**src/rtl/display_scan_mux_pkg.sv**
```systemverilog
// Shared definitions for the display scan multiplexer: blank code, scan
// states and the index/counter width helper.
package display_scan_mux_pkg;

   localparam logic [3:0] BLANK_CODE = 4'h0;

   typedef enum logic [1:0] {
      ST_IDLE  = 2'd0,
      ST_BLANK = 2'd1,
      ST_SHOW  = 2'd2
   } scan_state_e;

   // Bits needed to hold the values 0..n-1 (never less than one bit).
   function automatic int idx_width(input int n);
      return (n < 2) ? 1 : $clog2(n);
   endfunction

endpackage

```
**src/rtl/display_scan_mux_if.sv**
```systemverilog
// Bus between the display scan multiplexer and whoever feeds it digit codes;
// the outputs go on to the BCD_7SEG decoder and the digit drivers.
interface display_scan_mux_if
   import display_scan_mux_pkg::*;
#(
   parameter int NUM_DIGITS = 4
);

   localparam int IDX_W = idx_width(NUM_DIGITS);

   // No ready: load is a single-cycle strobe that the mux always accepts, the
   // last strobe before a frame commit wins. enable is a level, not a strobe.
   logic                      enable;
   logic                      load;
   logic [4*NUM_DIGITS-1:0]   digits_in;
   logic [3:0]                code_out;
   logic [NUM_DIGITS-1:0]     dig_en_n;
   logic [IDX_W-1:0]          digit_idx;
   logic                      frame_start;

   modport master (
      output enable, load, digits_in,
      input  code_out, dig_en_n, digit_idx, frame_start
   );

   modport slave (
      input  enable, load, digits_in,
      output code_out, dig_en_n, digit_idx, frame_start
   );

endinterface

```
**src/rtl/display_scan_mux_scan_timer.sv**
```systemverilog
// Loadable down-counter shared by the blank and show intervals; tc is high
// while the count sits at zero.
module scan_timer #(
   parameter int W = 16
) (
   input  logic         clk,
   input  logic         rst_n,
   input  logic         load,
   input  logic [W-1:0] load_val,
   output logic         tc
);

   logic [W-1:0] count;

   always_ff @(posedge clk or negedge rst_n) begin
      if (!rst_n) begin
         count <= '0;
      end else if (load) begin
         count <= load_val;
      end else if (count != '0) begin
         count <= count - W'(1);
      end
   end

   assign tc = (count == '0);

endmodule

```
**src/rtl/display_scan_mux.sv**
```systemverilog
// Time-multiplexed scan of an N-digit common-anode 7-segment display with a
// blanking gap before each digit and frame-coherent digit updates.
module display_scan_mux
   import display_scan_mux_pkg::*;
#(
   parameter int NUM_DIGITS   = 4,
   parameter int SHOW_CYCLES  = 50000,
   parameter int BLANK_CYCLES = 16
) (
   input  logic               clk,
   input  logic               rst_n,
   display_scan_mux_if.slave  bus,
   output scan_state_e        state_dbg
);

   localparam int IDX_W   = idx_width(NUM_DIGITS);
   localparam int MAX_CYC = (SHOW_CYCLES > BLANK_CYCLES) ? SHOW_CYCLES : BLANK_CYCLES;
   localparam int CW      = idx_width(MAX_CYC);

   localparam logic [CW-1:0]    BLANK_LD = CW'(BLANK_CYCLES - 1);
   localparam logic [CW-1:0]    SHOW_LD  = CW'(SHOW_CYCLES - 1);
   localparam logic [IDX_W-1:0] LAST_IDX = IDX_W'(NUM_DIGITS - 1);

   scan_state_e               state, state_n;
   logic [IDX_W-1:0]          idx, idx_n;
   logic                      tmr_load, tmr_tc;
   logic [CW-1:0]             tmr_val;
   logic                      commit;

   logic [4*NUM_DIGITS-1:0]   shadow, shadow_n;
   logic [4*NUM_DIGITS-1:0]   pending, pending_n;
   logic                      pv, pv_n;

   logic [3:0]                code_q, code_n, code_sel;
   logic [NUM_DIGITS-1:0]     dig_q, dig_n;
   logic                      fs_q;

   scan_timer #(.W(CW)) u_timer (
      .clk      (clk),
      .rst_n    (rst_n),
      .load     (tmr_load),
      .load_val (tmr_val),
      .tc       (tmr_tc)
   );

   always_comb begin
      state_n  = state;
      idx_n    = idx;
      tmr_load = 1'b0;
      tmr_val  = '0;
      case (state)
         ST_IDLE: begin
            idx_n    = '0;
            tmr_load = 1'b1;
            if (bus.enable) begin
               state_n = ST_BLANK;
               tmr_val = BLANK_LD;
            end
         end
         ST_BLANK: begin
            if (!bus.enable) begin
               state_n  = ST_IDLE;
               idx_n    = '0;
               tmr_load = 1'b1;
            end else if (tmr_tc) begin
               state_n  = ST_SHOW;
               tmr_load = 1'b1;
               tmr_val  = SHOW_LD;
            end
         end
         ST_SHOW: begin
            if (!bus.enable) begin
               state_n  = ST_IDLE;
               idx_n    = '0;
               tmr_load = 1'b1;
            end else if (tmr_tc) begin
               state_n  = ST_BLANK;
               idx_n    = (idx == LAST_IDX) ? '0 : idx + IDX_W'(1);
               tmr_load = 1'b1;
               tmr_val  = BLANK_LD;
            end
         end
         default: begin
            state_n  = ST_IDLE;
            idx_n    = '0;
            tmr_load = 1'b1;
         end
      endcase
   end

   // A frame begins whenever the scan enters the blank slot of digit 0.
   assign commit = (state_n == ST_BLANK) && (state != ST_BLANK) && (idx_n == '0);

   always_comb begin
      shadow_n  = shadow;
      pending_n = pending;
      pv_n      = pv;
      if (commit) begin
         if (bus.load) begin
            shadow_n = bus.digits_in;
            pv_n     = 1'b0;
         end else if (pv) begin
            shadow_n = pending;
            pv_n     = 1'b0;
         end
      end else if (bus.load) begin
         pending_n = bus.digits_in;
         pv_n      = 1'b1;
      end
   end

   always_comb begin
      code_sel = BLANK_CODE;
      for (int k = 0; k < NUM_DIGITS; k++) begin
         if (idx_n == IDX_W'(k)) code_sel = shadow_n[4*k +: 4];
      end
   end

   // Outputs are computed from the next state so they line up with it.
   always_comb begin
      code_n = BLANK_CODE;
      dig_n  = '1;
      case (state_n)
         ST_BLANK: code_n = code_sel;
         ST_SHOW: begin
            code_n       = code_q;
            dig_n[idx_n] = 1'b0;
         end
         default: ;
      endcase
   end

   always_ff @(posedge clk or negedge rst_n) begin
      if (!rst_n) begin
         state   <= ST_IDLE;
         idx     <= '0;
         shadow  <= '0;
         pending <= '0;
         pv      <= 1'b0;
         code_q  <= BLANK_CODE;
         dig_q   <= '1;
         fs_q    <= 1'b0;
      end else begin
         state   <= state_n;
         idx     <= idx_n;
         shadow  <= shadow_n;
         pending <= pending_n;
         pv      <= pv_n;
         code_q  <= code_n;
         dig_q   <= dig_n;
         fs_q    <= commit;
      end
   end

   assign bus.code_out    = code_q;
   assign bus.dig_en_n    = dig_q;
   assign bus.digit_idx   = idx;
   assign bus.frame_start = fs_q;
   assign state_dbg       = state;

endmodule

```
**src/flat_wrapper.sv**
```systemverilog
// flat-port wrapper written by rule: the top's interface ports become plain ports
module display_scan_mux_flat import display_scan_mux_pkg::*;
#(
   parameter int NUM_DIGITS   = 4,
   parameter int SHOW_CYCLES  = 50000,
   parameter int BLANK_CYCLES = 16
)
  (clk, rst_n, state_dbg, bus_enable, bus_load, bus_digits_in, bus_code_out, bus_dig_en_n, bus_digit_idx, bus_frame_start);
  display_scan_mux_if #(.NUM_DIGITS(NUM_DIGITS)) bus_i ();
  input  logic clk;
  input  logic rst_n;
  output scan_state_e state_dbg;
  input wire logic [$bits(bus_i.enable)-1:0] bus_enable;
  input wire logic [$bits(bus_i.load)-1:0] bus_load;
  input wire logic [$bits(bus_i.digits_in)-1:0] bus_digits_in;
  output wire logic [$bits(bus_i.code_out)-1:0] bus_code_out;
  output wire logic [$bits(bus_i.dig_en_n)-1:0] bus_dig_en_n;
  output wire logic [$bits(bus_i.digit_idx)-1:0] bus_digit_idx;
  output wire logic [$bits(bus_i.frame_start)-1:0] bus_frame_start;
  assign bus_i.enable = bus_enable;
  assign bus_i.load = bus_load;
  assign bus_i.digits_in = bus_digits_in;
  assign bus_code_out = bus_i.code_out;
  assign bus_dig_en_n = bus_i.dig_en_n;
  assign bus_digit_idx = bus_i.digit_idx;
  assign bus_frame_start = bus_i.frame_start;
  display_scan_mux #(.NUM_DIGITS(NUM_DIGITS), .SHOW_CYCLES(SHOW_CYCLES), .BLANK_CYCLES(BLANK_CYCLES)) u_core (.clk(clk), .rst_n(rst_n), .bus(bus_i), .state_dbg(state_dbg));
endmodule
```
**config.mk**
```make
export PLATFORM = sky130hd
export DESIGN_NAME = display_scan_mux_flat
export DESIGN_NICKNAME = d
export VERILOG_FILES = /design/src/rtl/display_scan_mux_pkg.sv /design/src/rtl/display_scan_mux_if.sv /design/src/rtl/display_scan_mux_scan_timer.sv /design/src/rtl/display_scan_mux.sv /design/src/flat_wrapper.sv
export SDC_FILE = /design/constraint.sdc
export NUM_CORES = 1
export LEC_CHECK = 0
export BUFFER_PORTS_ARGS = -buffer_cell sky130_fd_sc_hd__buf_2
export CAP_MARGIN = 20
export CORE_ASPECT_RATIO = 0.9
export CORE_MARGIN = 5
export CORE_UTILIZATION = 53
export CTS_BUF_LIST = sky130_fd_sc_hd__clkbuf_8
export DETAILED_ROUTE_END_ITERATION = 8
export HOLD_SLACK_MARGIN = 0.06
export PLACE_DENSITY = 0.73
export SLEW_MARGIN = 40
export SYNTH_ARGS = -nofsm -noshare
export SYNTH_HDL_FRONTEND = slang
export SYNTH_SLANG_ARGS = --single-unit
export TNS_END_PERCENT = 1
```
**constraint.sdc**
```tcl
create_clock -name clk -period 3.54 [get_ports clk]
set_clock_uncertainty 0.1 [all_clocks]
set_input_delay 0.531 -clock clk [delete_from_list [all_inputs] [get_ports clk]]
set_output_delay 0.531 -clock clk [all_outputs]
set_load 0.005 [all_outputs]
```
### After elaboration in Yosys (flattened, before gate mapping)

Cells that the tools add are included.

| storage, ports and cells | value |
|---|---|
| register bits | 62 |
| logic and storage cells | 70 |
| output and inout bits | 13 |

| operators by class | value |
|---|---|
| muxes and demuxes | 35 |
| bitwise operators | 2 |
| order comparisons | 2 |
| add/sub/neg operators | 2 |
| eq/ne operators | 9 |
| reductions and logical operators | 11 |

Operators by type and width:

| cell | number |
|---|---|
| $mux 16 | 8 |
| $pmux 16 s3 | 1 |
| $mux 4 | 7 |
| $mux 2 | 9 |
| $logic_not 16->1 | 1 |
| $reduce_bool 16->1 | 1 |
| $sub 16x1->16 const B | 1 |
| $eq 2x2->1 const B | 5 |
| $pmux 4 s2 | 1 |
| $eq 2x1->1 const B | 3 |
| $mux 1 | 6 |
| $pmux 2 s3 | 1 |
| $logic_not 2->1 | 2 |
| $not 4->4 | 1 |
| $pmux 2 s2 | 1 |
| $reduce_bool 2->1 | 2 |
| $logic_and 1x1->1 | 3 |
| $lt 2x3->1 const B | 1 |
| $add 2x1->2 const B | 1 |
| $demux 1 s2 | 1 |
| $ge 2x1->1 const B | 1 |
| $ne 2x1->1 const B | 1 |
| $reduce_and 2->1 | 1 |
| $reduce_or 2->1 | 1 |
| $not 1->1 | 1 |

### Logic depth before layout (Yosys ltp)

Gate-level depths: netlist (run 1).

| logic depth | value |
|---|---|
| depth in word-level cells | 13 |
| depth in mapped cells | 14 |
| gate-level depth less buffers | 12 |

### Hierarchy

A second synthesis (run 1) with hierarchy kept.

| second synthesis, totals | value |
|---|---|
| cells, all modules | 342 |
| area total of the unflattened synthesis | 3,606.0 sq um |

By module, submodules not included:

| module | cells each | times used | seq. area each (sq um) | area an instance (sq um) |
|---|---|---|---|---|
| display_scan_mux | 238 | 1 | 1,156.1 | 2,600.0 |
| scan_timer | 104 | 1 | 400.4 | 1,006.0 |

### Least setup slack after synthesis (run 1)

OpenSTA, ideal clock, no wires.

| timing | value |
|---|---|
| path type | register to register |
| start point | reg u_core.u_timer.count[0] |
| end point | reg u_core.code_q[0] (netlist: u_core.bus.code_out[0]) |
| setup time | 0.122 ns |
| cell stages (with the launch flop) | 14 |
| buffers on the path | 3 |
| setup slack | 0.459 ns |
| data required time | 3.318 ns |
| arrival time | 2.859 ns |
| cells stage by stage | dfrtp_1 inv_1 ha_1 nor4b_2 and4_1 buf_6 mux2_4 and4_1 buf_2 and2_4 buf_6 a32o_1 a2111o_1 a32o_1 |

| between the ends | value |
|---|---|
| cells in the longest elaborated chain, start to end | 13 |

RTL lines:

| item | RTL line | RTL |
|---|---|---|
| from (decl) | display_scan_mux_scan_timer.sv:13 | `logic [W-1:0] count;` |
| from (signal assigned) | display_scan_mux_scan_timer.sv:19 | `count <= load_val;` |
| from (signal assigned) | display_scan_mux_scan_timer.sv:21 | `count <= count - W'(1);` |
| $logic_not 16->1 (*) | display_scan_mux_scan_timer.sv:25 | `assign tc = (count == '0);` |
| $mux 2 (on tied branches) | display_scan_mux.sv:76, display_scan_mux.sv:65 |  |
| $mux 2 (on tied branches) | display_scan_mux.sv:72, display_scan_mux.sv:61 |  |
| $pmux 2 s3 | display_scan_mux.sv:51 | `case (state)` |
| $eq 2x1->1 | display_scan_mux.sv:92, display_scan_mux.sv:123 |  |
| $logic_and 1x1->1 (2 in a row) | display_scan_mux.sv:92 | `assign commit = (state_n == ST_BLANK) && (state != ST_BLANK) && (idx_n == '0);` |
| $mux 16 | display_scan_mux.sv:98 | `if (commit) begin` |
| $mux 4 (4 in a row) | display_scan_mux.sv:115 | `if (idx_n == IDX_W'(k)) code_sel = shadow_n[4*k +: 4];` |
| $pmux 4 s2 | display_scan_mux.sv:123 | `case (state_n)` |
| to (signal assigned) | display_scan_mux.sv:149 | `code_q <= code_n;` |
| to (decl) | display_scan_mux.sv:34 | `logic [3:0] code_q, code_n, code_sel;` |

Every way passes the cells marked *; elsewhere a longest branch is shown, timed or not.
A chain may end at the register's enable or synchronous reset.

### Final worst setup path (run 1)

| timing | value |
|---|---|
| start point | reg u_core.u_timer.count[0] |
| end point | reg u_core.code_q[0] (netlist: u_core.bus.code_out[0]) |

RTL lines:

| item | RTL line | RTL |
|---|---|---|
| $logic_not 16->1 | display_scan_mux_scan_timer.sv:25 |  |
| $mux 2 | display_scan_mux.sv:76 | `end else if (tmr_tc) begin` |
| $mux 2 | display_scan_mux.sv:72 | `if (!bus.enable) begin` |
| $pmux 2 s2 | display_scan_mux.sv:51 |  |
| via u_core.idx_n[1] | display_scan_mux.sv:25 | `logic [IDX_W-1:0] idx, idx_n;` |
| $logic_not 2->1 | display_scan_mux.sv:92 |  |
| $logic_and 1x1->1 | display_scan_mux.sv:92 |  |
| $mux 16 | display_scan_mux.sv:98 |  |
| via u_core.shadow_n[4] | display_scan_mux.sv:30 | `logic [4*NUM_DIGITS-1:0] shadow, shadow_n;` |
| $mux 4 (3 in a row) | display_scan_mux.sv:115 |  |
| $pmux 4 s2 | display_scan_mux.sv:123 |  |

The timed path passes the listed nets, and every way through them passes these cells.

==> insert_results.sql, run 1 <==
INSERT INTO impl_metrics (metric_group, metric, value, unit) VALUES
('outcome', 'outcome', 'completed', ''),
('clocking', 'cts_made_buffers', '9', ''),
('setup_path', 'r2r_setup_slack', '0.28', 'ns'),
('worst_hold_path', 'worstHoldPathType', 'in2async', ''),
('setup_path', 'crit_fanout', '14', ''),
('yosys', 'synthesis.area_per_instance', '9.979', 'µm²'),
('timing', 'timing.setup.tns', '0', 'ns'),
('yosys', 'netlist_instances', '328', ''),
('yosys', 'synth.area.top_cells', 'sky130_fd_sc_hd__dfrtp_1 44%, sky130_fd_sc_hd__mux2_2 4.8%, sky130_fd_sc_hd__o21ai_0 4.1%', ''),
('global_routing', 'grt_antenna_before_repair', '0', ''),
('timing', 'worst-slew-pin-transition', '0.6901', 'ns'),
('setup_path', 'critical_path.max_stage_delay', '0.40', 'ns'),
('yosys', 'yosys_register_bits', '62', ''),
('setup_path', 'cp-start-kind', 'flop', ''),
('clocking', 'cts_buffer_depth', '2', ''),
('global_routing', 'grt_first_pass_wirelength', '12520', 'µm'),
('power_and_ir_drop', 'switching_share', '41.98', '%'),
('power_and_ir_drop', 'power.share.sequential', '33.0', '%'),
('yosys', 'synth_top_area_cell', 'sky130_fd_sc_hd__dfrtp_1', ''),
('placed_design', 'place.gp.congestion', '0.9357', ''),
('power_and_ir_drop', 'totalPowerFinal', '3.724', 'mW'),
('setup_path', 'max_stage_delay_cell_worst_path', 'sky130_fd_sc_hd__dfrtp_1', ''),
('clocking', 'postCtsSetupRepairBufs', '0', ''),
('setup_path', 'critical_path_arrival', '3.39', 'ns'),
('floorplanning', 'io_pins', '33', ''),
('flow_run', 'maxCapViolations', '0', ''),
('yosys', 'syn_area', '3273', 'µm²'),
('clocking', 'cts_hold_buf', '0', ''),
('drt', 'postRouteAntennaNets', '0', ''),
('yosys', 'syn-num-nets', '354', ''),
('placed_design', 'placement.io_buffers', '32', ''),
('yosys', 'synth_sequential_area_ratio', '47.55', '%'),
('drt', 'vias', '2717', ''),
('power_and_ir_drop', 'p_leak', '1.610', 'nW'),
('drt', 'post_drt_via_cell_ratio', '6.217', ''),
('global_routing', 'grtUsageTotal', '20.06', '%'),
('cells_and_area', 'drive_above_1_share', '24.38', '%'),
('placed_design', 'detailed_place_hpwl', '5314', 'µm'),
('power_and_ir_drop', 'peakVddDrop', '0.4571', 'mV'),
('timing', 'period_needed', '3.264', 'ns'),
('setup_path', 'r2r_cells', '12', ''),
('clocking', 'clk_root_buffer_cell', 'sky130_fd_sc_hd__clkbuf_8', ''),
('timing', 'timing.final.setup_violations', '0', ''),
('global_routing', 'vias_in_the_first_global_route', '2502', ''),
('floorplanning', 'start_util', '54.13', '%'),
('yosys', 'synth_flop_cell', 'sky130_fd_sc_hd__dfrtp_1', ''),
('floorplanning', 'die_height', '84.55', 'µm'),
('floorplanning', 'rows', '27', ''),
('cells_and_area', 'num-nets-final', '386', ''),
('setup_path', 'critPathMostFrequentCell', 'sky130_fd_sc_hd__inv_2', ''),
('floorplanning', 'floorplan.die.width', '92.84', 'µm'),
('drt', 'routed_wire_length_per_instance', '17.36', 'µm'),
('drt', 'detail_route.iter0.violations', '200', ''),
('timing', 'period_share', '92.20', '%'),
('yosys', 'leading_cell_types_by_count_after_synthesis', '58 x sky130_fd_sc_hd__dfrtp_1, 32 x sky130_fd_sc_hd__nand2_1, 28 x sky130_fd_sc_hd__nor2_1', ''),
('clocking', 'postCtsResizedCells', '0', ''),
('cells_and_area', 'area_delta_synth_final', '12.58', '%'),
('drt', 'detail_route.wirelength', '7588', 'µm'),
('setup_path', 'timing.critical_path.depth', '12', ''),
('drt', 'drc', '0', ''),
('clocking', 'clock_pin_transition_on_the_worst_setup_and_hold_timing_paths', '0.08', 'ns'),
('setup_path', 'worstPathBufferInverterCount', '3', ''),
('global_routing', 'grt_remaining_overflow', '0', ''),
('global_routing', 'grt_start_max_net_pins', '33', ''),
('cells_and_area', 'antenna_cells_inserted', '0', ''),
('power_and_ir_drop', 'pwr_density_cell', '1011', 'nW/µm²'),
('yosys', 'synth_top_area_share', '44.34', '%'),
('clocking', 'htree_num_levels', '3', ''),
('drt', 'drt_first_pass_iters', '6', ''),
('yosys', 'ys_warn_count', '0', ''),
('setup_path', 'critical-path-top-delay-family', 'compound AO/OA/AOI/OAI gates', '');
[through the flow]
step	utilization [%]	setup WS, ns	cell area [µm²]	hold slack (ns)	cells
detailed placement	57.65	0.3298	3486	0.3905	421
global route	60.94	0.07084	3685	0.1917	437
floorplan	-	0.4591	3273	0.1354	328
finish	60.94	0.2761	3685	0.1324	437
global placement	57.65	0.3926	3486	0.3877	421
CTS	60.94	0.3018	3685	0.1548	437
[layout by cell type, fill, tap and decap left out, drive strengths merged, types with 3 or more instances in the layout]
cell type,count
xnor2,9
a22oi,9
clkinvlp,3
and3,4
nor3,12
mux2,16
a41oi,5
a221oi,3
xor2,4
clkbuf,9
a32oi,4
clkinv,3
nand3,5
nand2,33
o22ai,3
dfstp,4
o221a,4
o21ai,27
dfrtp,58
nor4,3
buf,37
nand3b,4
or3,3
and2,8
nor2,28
a31oi,4
a21oi,10
inv,17
ha,6
a32o,3
[routing by layer]
layer	routed length, µm	share of wire, %	global-route usage [%]	vias to the layer above
met5	0	0	0	-
met4	71	0.94	4.394	0
met3	680	9.0	6.452	10
met2	3292	43	27.93	135
met1	3544	47	30.47	1316
li1	-	-	-	1256
[logic make-up after synthesis]
kind of cell / Yosys count / share of synthesized area (%)
DFF: 62 / 47.55
adders and majority gates: 6 / 2.294
buffers and inverters: 33 / 4.625
xor gates and xnor gates: 13 / 3.479
AOI/OAI and AO/OA: 85 / 18.08
muxes: 16 / 5.734
and+or+nand+nor: 113 / 18.23
[power groups by stage]
| stage | Combinational [mW] | Clock, mW | Sequential (mW) |
|---|---|---|---|
| after floorplan | 1.50 | 0 | 1.18 |
| after global placement | 1.81 | 0 | 1.23 |
| after detailed placement | 1.83 | 0 | 1.23 |
| after CTS | 1.85 | 0.630 | 1.22 |
| after global routing | 2.07 | 0.657 | 1.27 |
| final | 1.88 | 0.618 | 1.23 |
[final timing paths]
kind,end,from
setup / recovery,u_core.bus.code_out[0]$_DFFE_PN0P_,u_core.u_timer.count[0]$_DFFE_PN0P_
hold / removal,u_core.u_timer.count[0]$_DFFE_PN0P_,rst_n
setup reg to reg,u_core.bus.code_out[0]$_DFFE_PN0P_,u_core.u_timer.count[0]$_DFFE_PN0P_
hold reg to reg,u_core.u_timer.count[0]$_DFFE_PN0P_,u_core.u_timer.count[0]$_DFFE_PN0P_
max in group asynchronous,u_core.bus.dig_en_n[3]$_DFF_PN1_,rst_n
min in group clk,u_core.pending[6]$_DFFE_PN0P_,bus_digits_in[6]
[state kept, by name (all words and copies together), names as in the netlist]
signal,flops
u_core.pending,16
u_core.shadow,16
u_core.bus.frame_start,1
u_core.u_timer.count,16
u_core.bus.digit_idx,2
u_core.bus.dig_en_n,4
u_core.pv,1
u_core.bus.code_out,4
u_core.state_dbg,2
[cell type report]
class                           count  area [µm²]
Multi-Input combinational cell    233        1565
Sequential cell                    62        1556
Clock buffer                        9       123.9
Clock inverter                      7       75.07
Tap cell                           72       90.09
Inverter                           17       63.81
Fill cell                         492        2362
Timing Repair Buffer               37       210.2
Power figures use the tool's default switching activity.
==> run 2: changes to the inputs <==
- BUFFER_PORTS_ARGS: -buffer_cell sky130_fd_sc_hd__buf_2 -> not set
- DONT_BUFFER_PORTS: not set -> 1
- PLACE_DENSITY: 0.73 -> 0.68
==> run 2 against run 1 <==
Net effect: count of clock-buffer cells in the layout up 1; hold slack improved by 0.065 ns; power fell by 3.4%; highest routed layer unchanged; non-clock buffer count shrank 31; critical path type unchanged; flip-flop and latch count unchanged; first-iteration DRC count grew 26%.
==> insert_results.sql, run 2 (same netlist as run 1, synthesis figures left out) <==
INSERT INTO impl_metrics (metric_group, metric, value, unit) VALUES
('outcome', 'outcome', 'completed', ''),
('setup_path', 'path_class', 'reg2reg', ''),
('clocking', 'cts_buffer_depth', '2', ''),
('placed_design', 'detailed_place_hpwl', '5186', 'µm'),
('setup_path', 'cp-start-kind', 'flop', ''),
('cells_and_area', 'area_delta_synth_final', '7.301', '%'),
('cells_and_area', 'mostFrequentLayoutCells', '58 x sky130_fd_sc_hd__dfrtp_1, 32 x sky130_fd_sc_hd__nand2_1, 28 x sky130_fd_sc_hd__nor2_1', ''),
('worst_hold_path', 'worstHoldPathType', 'in2reg', ''),
('global_routing', 'grt_start_max_net_pins', '63', ''),
('worst_hold_path', 'hold_path.startpoint', 'bus_load', ''),
('timing', 'timing.final.setup_violations', '0', ''),
('cells_and_area', 'antenna_cells_inserted', '0', ''),
('timing', 'worst-slew-pin-transition', '0.5314', 'ns'),
('floorplanning', 'die_height', '84.55', 'µm'),
('worst_hold_path', 'holdPathEnd', 'u_core.shadow[10]$_DFF_PN0_', ''),
('clocking', 'tritoncts', 'built', ''),
('cells_and_area', 'biggestRegsByFlops', 'u_core.pending: 16 flops, u_core.shadow: 16 flops, u_core.u_timer.count: 16 flops', ''),
('setup_path', 'max_stage_delay_cell_worst_path', 'sky130_fd_sc_hd__dfrtp_1', ''),
('global_routing', 'grt_remaining_overflow', '0', ''),
('setup_path', 'critical-path-top-delay-family', 'simple AND/OR/NAND/NOR gates', ''),
('setup_path', 'crit-reg2reg-capture', 'u_core.bus.code_out[0]$_DFFE_PN0P_', ''),
('cells_and_area', 'mostFrequentLayoutCell', 'sky130_fd_sc_hd__dfrtp_1', ''),
('floorplanning', 'io_pins', '33', ''),
('setup_path', 'critical_path_arrival', '3.43', 'ns'),
('timing', 'period_share', '93.47', '%'),
('timing', 'rsz0062_at_grt', 'no', ''),
('setup_path', 'r2r_cells', '11', ''),
('worst_hold_path', 'hold-path-cell-count', '1', ''),
('floorplanning', 'start_util', '54.13', '%'),
('drt', 'detail_route.wirelength', '7309', 'µm'),
('floorplanning', 'rows', '27', ''),
('floorplanning', 'design.die.area', '7849', 'µm²'),
('power_and_ir_drop', 'peakVddDrop', '0.4433', 'mV'),
('setup_path', 'worstReg2RegStart', 'u_core.state_dbg[0]$_DFF_PN0_', ''),
('drt', 'routed_wire_length_per_instance', '18.00', 'µm'),
('timing', 'timing.setup.tns', '0', 'ns'),
('setup_path', 'cp_cell_sequence', 'inv_1, ha_1, or2_2, nand3_1, mux2_4, inv_2, nor3_4, nand2_4, a32o_1, a2111o_1, a32o_1', ''),
('clocking', 'clk_root_buffer_cell', 'sky130_fd_sc_hd__clkbuf_8', ''),
('drt', 'detail_route.iter0.violations', '251', ''),
('power_and_ir_drop', 'pwr_density_cell', '1025', 'nW/µm²'),
('drt', 'postRouteAntennaNets', '0', ''),
('floorplanning', 'floorplan.die.width', '92.84', 'µm'),
('cells_and_area', 'num-nets-final', '355', ''),
('drt', 'drt_first_pass_iters', '4', ''),
('clocking', 'cts_made_buffers', '9', ''),
('setup_path', 'crit_path_end_kind', 'flop', ''),
('power_and_ir_drop', 'p_leak', '1.489', 'nW'),
('timing', 'max_clock_freq', '302.2', 'MHz'),
('setup_path', 'r2r_setup_slack', '0.23', 'ns'),
('setup_path', 'critical_path.max_stage_delay', '0.50', 'ns'),
('setup_path', 'crit_fanout', '14', ''),
('timing', 'max_slew_margin_vs_limit', '64.58', '%'),
('setup_path', 'crit_path_required_time', '3.67', 'ns'),
('clocking', 'clock_pin_transition_on_the_worst_setup_and_hold_timing_paths', '0.07', 'ns'),
('placed_design', 'place.gp.congestion', '0.8878', ''),
('timing', 'final_report_hold_violation_count', '0', ''),
('setup_path', 'worstPathBufferInverterCount', '2', ''),
('drt', 'vias', '2495', ''),
('drt', 'post_drt_via_cell_ratio', '6.145', ''),
('global_routing', 'grtUsageTotal', '19.56', '%'),
('placed_design', 'placement.io_buffers', '0', ''),
('clocking', 'cts.sinks', '62', ''),
('global_routing', 'vias_in_the_first_global_route', '2334', ''),
('clocking', 'htree_num_levels', '3', ''),
('global_routing', 'grt_first_pass_wirelength', '11940', 'µm'),
('drt', 'drc', '0', ''),
('flow_run', 'maxCapViolations', '0', ''),
('setup_path', 'critPathMostFrequentCell', 'sky130_fd_sc_hd__a32o_1', ''),
('cells_and_area', 'drive_above_1_share', '16.77', '%'),
('floorplanning', 'core', '6047', 'µm²'),
('timing', 'report.final.slew_viol_count', '0', ''),
('power_and_ir_drop', 'totalPowerFinal', '3.599', 'mW'),
('timing', 'period_needed', '3.309', 'ns'),
('global_routing', 'grt_antenna_before_repair', '0', ''),
('clocking', 'clock_insertion_delay_worst_skew', '0.34', 'ns');
-- run 2: cell count changes in the layout (fill, tap and decap cells not counted) --
cell / before / now
sky130_fd_sc_hd__buf_2: 32 / 0
sky130_fd_sc_hd__clkbuf_8: 9 / 10
sky130_fd_sc_hd__and2_2: 0 / 1
sky130_fd_sc_hd__bufinv_16: 1 / 0
sky130_fd_sc_hd__buf_12: 1 / 0
sky130_fd_sc_hd__inv_1: 14 / 16
sky130_fd_sc_hd__buf_16: 0 / 1
sky130_fd_sc_hd__clkinv_4: 2 / 0
sky130_fd_sc_hd__dlygate4sd3_1: 0 / 1
sky130_fd_sc_hd__and2_1: 6 / 5
sky130_fd_sc_hd__clkinvlp_4: 3 / 1
sky130_fd_sc_hd__clkinv_2: 1 / 3
-- run 2: per-stage QoR --
stage / instance area (µm²) / worst slack, ns / util (%) / hold slack (ns) / cells
after floorplan: 3273 / 0.4591 / - / 0.1354 / 328
after global placement: 3306 / 0.2232 / 54.67 / 0.1377 / 388
after detailed placement: 3306 / 0.1996 / 54.67 / 0.1375 / 388
after CTS: 3511 / 0.1909 / 58.06 / 0.1831 / 406
after global routing: 3512 / 0.02216 / 58.08 / 0.1826 / 406
final: 3512 / 0.2311 / 58.08 / 0.1969 / 406
-- run 2: where the power goes --
part | switching, mW | internal [mW] | total (mW)
Clock | 0.260 | 0.264 | 0.524
Sequential | 0.224 | 1.01 | 1.24
Combinational | 1.03 | 0.806 | 1.84
Total | 1.52 | 2.08 | 3.60
-- run 2: area by class of cell --
| type | count | area, µm² |
|---|---|---|
| Fill cell | 527 | 2535 |
| Multi-Input combinational cell | 233 | 1567 |
| Sequential cell | 62 | 1556 |
| Clock buffer | 10 | 137.6 |
| Tap cell | 72 | 90.09 |
| Timing Repair Buffer | 6 | 67.56 |
| Inverter | 17 | 63.81 |
| Clock inverter | 6 | 30.03 |
-- run 2: worst max-delay path by stage --
stage	endpoint	startpoint	depth (start not counted)	slack (ns)
floorplan	u_core.bus.code_out[0]$_DFFE_PN0P_	u_core.u_timer.count[0]$_DFFE_PN0P_	13	0.46
global placement	u_core.bus.code_out[0]$_DFFE_PN0P_	u_core.state_dbg[0]$_DFF_PN0_	10	0.22
detailed placement	u_core.pending[14]$_DFFE_PN0P_	u_core.u_timer.count[0]$_DFFE_PN0P_	10	0.20
CTS	u_core.pending[14]$_DFFE_PN0P_	u_core.u_timer.count[0]$_DFFE_PN0P_	10	0.19
global route	u_core.bus.code_out[0]$_DFFE_PN0P_	u_core.state_dbg[0]$_DFF_PN0_	10	0.02
finish	u_core.bus.code_out[0]$_DFFE_PN0P_	u_core.state_dbg[0]$_DFF_PN0_	11	0.23
-- run 2: layer usage --
metal,global-route usage (%),share of wire [%],vias up
met4,6.125,1.3,0
li1,-,-,1192
met2,26.55,42,82
met5,0,0,-
met1,29.08,48,1211
met3,6.989,7.9,10
-- run 2: timing repair --
action	in CTS	in global routing
hold endpoints to repair	62	0
resized for setup	0	0
buffers inserted	0	0
hold buffers	2	0
endpoints found under the setup margin	0	0
==> run 3: changes to the inputs <==
- PLACE_DENSITY: 0.68 -> 0.76
==> run 3 against run 2 <==
Net effect: die area unchanged; global-route usage up 1.2 points; first-iteration DRC count down 19%; combinational power about the same; cell count unchanged; sequential power about the same; register-to-register slack worse by 0.05 ns; largest cell class unchanged.
==> insert_results.sql, run 3 (same netlist as run 1, synthesis figures left out) <==
INSERT INTO impl_metrics (metric_group, metric, value, unit) VALUES
('outcome', 'outcome', 'completed', ''),
('clocking', 'cts_made_buffers', '9', ''),
('timing', 'finalWorstSetupSlack', '0.1852', 'ns'),
('placed_design', 'detailed_place_hpwl', '5171', 'µm'),
('global_routing', 'grt_start_max_net_pins', '63', ''),
('timing', 'max_slew_margin_vs_limit', '53.57', '%'),
('global_routing', 'vias_in_the_first_global_route', '2491', ''),
('drt', 'post_drt_via_cell_ratio', '6.414', ''),
('floorplanning', 'floorplan.die.width', '92.84', 'µm'),
('global_routing', 'grt_remaining_overflow', '0', ''),
('floorplanning', 'design.die.area', '7849', 'µm²'),
('global_routing', 'grtUsageTotal', '20.71', '%'),
('setup_path', 'crit_path_required_time', '3.67', 'ns'),
('drt', 'detail_route.iter0.violations', '204', ''),
('cells_and_area', 'biggestRegsByFlops', 'u_core.pending: 16 flops, u_core.shadow: 16 flops, u_core.u_timer.count: 16 flops', ''),
('cells_and_area', 'drive_above_1_share', '16.77', '%'),
('floorplanning', 'core', '6047', 'µm²'),
('timing', 'rsz0062_at_grt', 'no', ''),
('floorplanning', 'io_pins', '33', ''),
('setup_path', 'critical_path_arrival', '3.48', 'ns'),
('timing', 'timing.setup.tns', '0', 'ns'),
('flow_run', 'maxCapViolations', '0', ''),
('drt', 'detail_route.wirelength', '7592', 'µm'),
('worst_hold_path', 'worstHoldPathType', 'in2reg', ''),
('placed_design', 'placement.io_buffers', '0', ''),
('power_and_ir_drop', 'peakVddDrop', '0.3271', 'mV'),
('timing', 'timing.hold.ws', '0.1894', 'ns'),
('drt', 'drc', '0', ''),
('timing', 'worst-slew-pin-transition', '0.6965', 'ns'),
('timing', 'period_share', '94.77', '%'),
('drt', 'routed_wire_length_per_instance', '18.70', 'µm'),
('floorplanning', 'die_height', '84.55', 'µm'),
('setup_path', 'crit_path_end_kind', 'flop', ''),
('floorplanning', 'rows', '27', ''),
('cells_and_area', 'area_delta_synth_final', '8.333', '%'),
('clocking', 'postCtsSetupRepairBufs', '0', ''),
('clocking', 'clock_pin_transition_on_the_worst_setup_and_hold_timing_paths', '0.07', 'ns'),
('drt', 'drt_first_pass_iters', '5', ''),
('setup_path', 'cp-start-kind', 'flop', ''),
('setup_path', 'critical_path.max_stage_delay', '0.51', 'ns'),
('setup_path', 'cp_cell_sequence', 'inv_1, ha_1, or2_2, nand3_1, mux2_4, and4_1, nand2_1, o221a_2, a2111o_1, a32o_1', ''),
('timing', 'final_report_hold_violation_count', '0', ''),
('timing', 'timing.final.setup_violations', '0', ''),
('global_routing', 'grt_antenna_before_repair', '0', ''),
('setup_path', 'critical-path-top-delay-family', 'simple AND/OR/NAND/NOR gates', ''),
('setup_path', 'crit_fanout', '8', ''),
('drt', 'vias', '2604', ''),
('setup_path', 'max_stage_delay_cell_worst_path', 'sky130_fd_sc_hd__dfrtp_1', ''),
('timing', 'max_clock_freq', '298.1', 'MHz'),
('floorplanning', 'start_util', '54.13', '%'),
('clocking', 'tritoncts', 'built', ''),
('cells_and_area', 'antenna_cells_inserted', '0', ''),
('timing', 'report.final.slew_viol_count', '0', ''),
('cells_and_area', 'mostFrequentLayoutCells', '58 x sky130_fd_sc_hd__dfrtp_1, 32 x sky130_fd_sc_hd__nand2_1, 28 x sky130_fd_sc_hd__nor2_1', ''),
('setup_path', 'worstPathBufferInverterCount', '1', ''),
('clocking', 'clk_root_buffer_cell', 'sky130_fd_sc_hd__clkbuf_8', ''),
('timing', 'period_needed', '3.355', 'ns'),
('clocking', 'cts_buffer_depth', '2', ''),
('placed_design', 'place.gp.congestion', '0.9605', ''),
('clocking', 'clock_insertion_delay_worst_skew', '0.35', 'ns'),
('clocking', 'cts.sinks', '62', ''),
('global_routing', 'grt_first_pass_wirelength', '12630', 'µm'),
('power_and_ir_drop', 'totalPowerFinal', '3.737', 'mW'),
('power_and_ir_drop', 'pwr_density_cell', '1054', 'nW/µm²'),
('power_and_ir_drop', 'p_leak', '1.503', 'nW'),
('setup_path', 'path_class', 'reg2reg', ''),
('drt', 'postRouteAntennaNets', '0', ''),
('clocking', 'htree_num_levels', '3', ''),
('cells_and_area', 'mostFrequentLayoutCell', 'sky130_fd_sc_hd__dfrtp_1', ''),
('placed_design', 'dp_worst_setup_slack', '0.2218', 'ns'),
('cells_and_area', 'num-nets-final', '355', '');
## run 3: cell types whose count changed in the layout (fill, tap and decap cells not counted), sizes merged
cell / delta
clkbuf: +1
clkinv: -2
bufinv: +1
## run 3: path summary, 6_finish.rpt
path | slack (ns) | end | startpoint | cells past startpoint
worst max-delay path | 0.19 | u_core.bus.code_out[0]$_DFFE_PN0P_ | u_core.state_dbg[0]$_DFF_PN0_ | 10
worst min-delay path | 0.19 | u_core.shadow[10]$_DFF_PN0_ | bus_load | 1
worst max register to register | 0.19 | u_core.bus.code_out[0]$_DFFE_PN0P_ | u_core.state_dbg[0]$_DFF_PN0_ | 10
worst min register to register | 0.40 | u_core.u_timer.count[0]$_DFFE_PN0P_ | u_core.u_timer.count[0]$_DFFE_PN0P_ | 1
max in group asynchronous | 2.42 | u_core.bus.dig_en_n[2]$_DFF_PN1_ | rst_n | 2
min in group asynchronous | 0.60 | u_core.u_timer.count[1]$_DFFE_PN0P_ | rst_n | 2
## run 3: worst reg2reg max path, cell delays in order (launching register included)
cell and delay, ns:
sky130_fd_sc_hd__dfrtp_1 0.51, sky130_fd_sc_hd__inv_1 0.13, sky130_fd_sc_hd__ha_1 0.31, sky130_fd_sc_hd__or2_2 0.37
sky130_fd_sc_hd__nand3_1 0.09, sky130_fd_sc_hd__mux2_4 0.19, sky130_fd_sc_hd__and4_1 0.38, sky130_fd_sc_hd__nand2_1 0.16
sky130_fd_sc_hd__o221a_2 0.30, sky130_fd_sc_hd__a2111o_1 0.43, sky130_fd_sc_hd__a32o_1 0.25
## run 3: timing repair
item	in CTS	in global routing
endpoints found under the hold margin	62	0
endpoints found under the setup margin	0	12
gates resized for setup	0	1
hold buffers	2	0
## run 3: through the flow
stage / instances / util (%) / area, µm²
global placement: 388 / 54.67 / 3306
global route: 406 / 58.64 / 3546
CTS: 406 / 58.62 / 3545
detailed placement: 388 / 54.67 / 3306
floorplan: 328 / - / 3273
finish: 406 / 58.64 / 3546
## run 3: cell type report
type / instances / area, µm²
Fill cell: 502 / 2501
Multi-Input combinational cell: 233 / 1567
Clock inverter: 5 / 50.05
Clock buffer: 11 / 151.4
Timing Repair Buffer: 6 / 67.56
Inverter: 17 / 63.81
Tap cell: 72 / 90.09
Sequential cell: 62 / 1556
## run 3: metal layers
metal | vias to the layer above | GRT usage, % | wire length, µm | part of all wire [%]
li1 | 1193 | - | - | -
met3 | 21 | 7.437 | 637 | 8.4
met1 | 1285 | 29.10 | 3486 | 46
met2 | 105 | 27.93 | 3270 | 43
met4 | 0 | 10.65 | 198 | 2.6
met5 | - | 0 | 0 | 0
## run 3: power breakdown
part           total (mW)  leakage (nW)  switching (mW)  internal, mW
combinational        1.83         0.626            1.02         0.806
sequential           1.27         0.769           0.260          1.01
clock               0.634         0.108           0.277         0.357
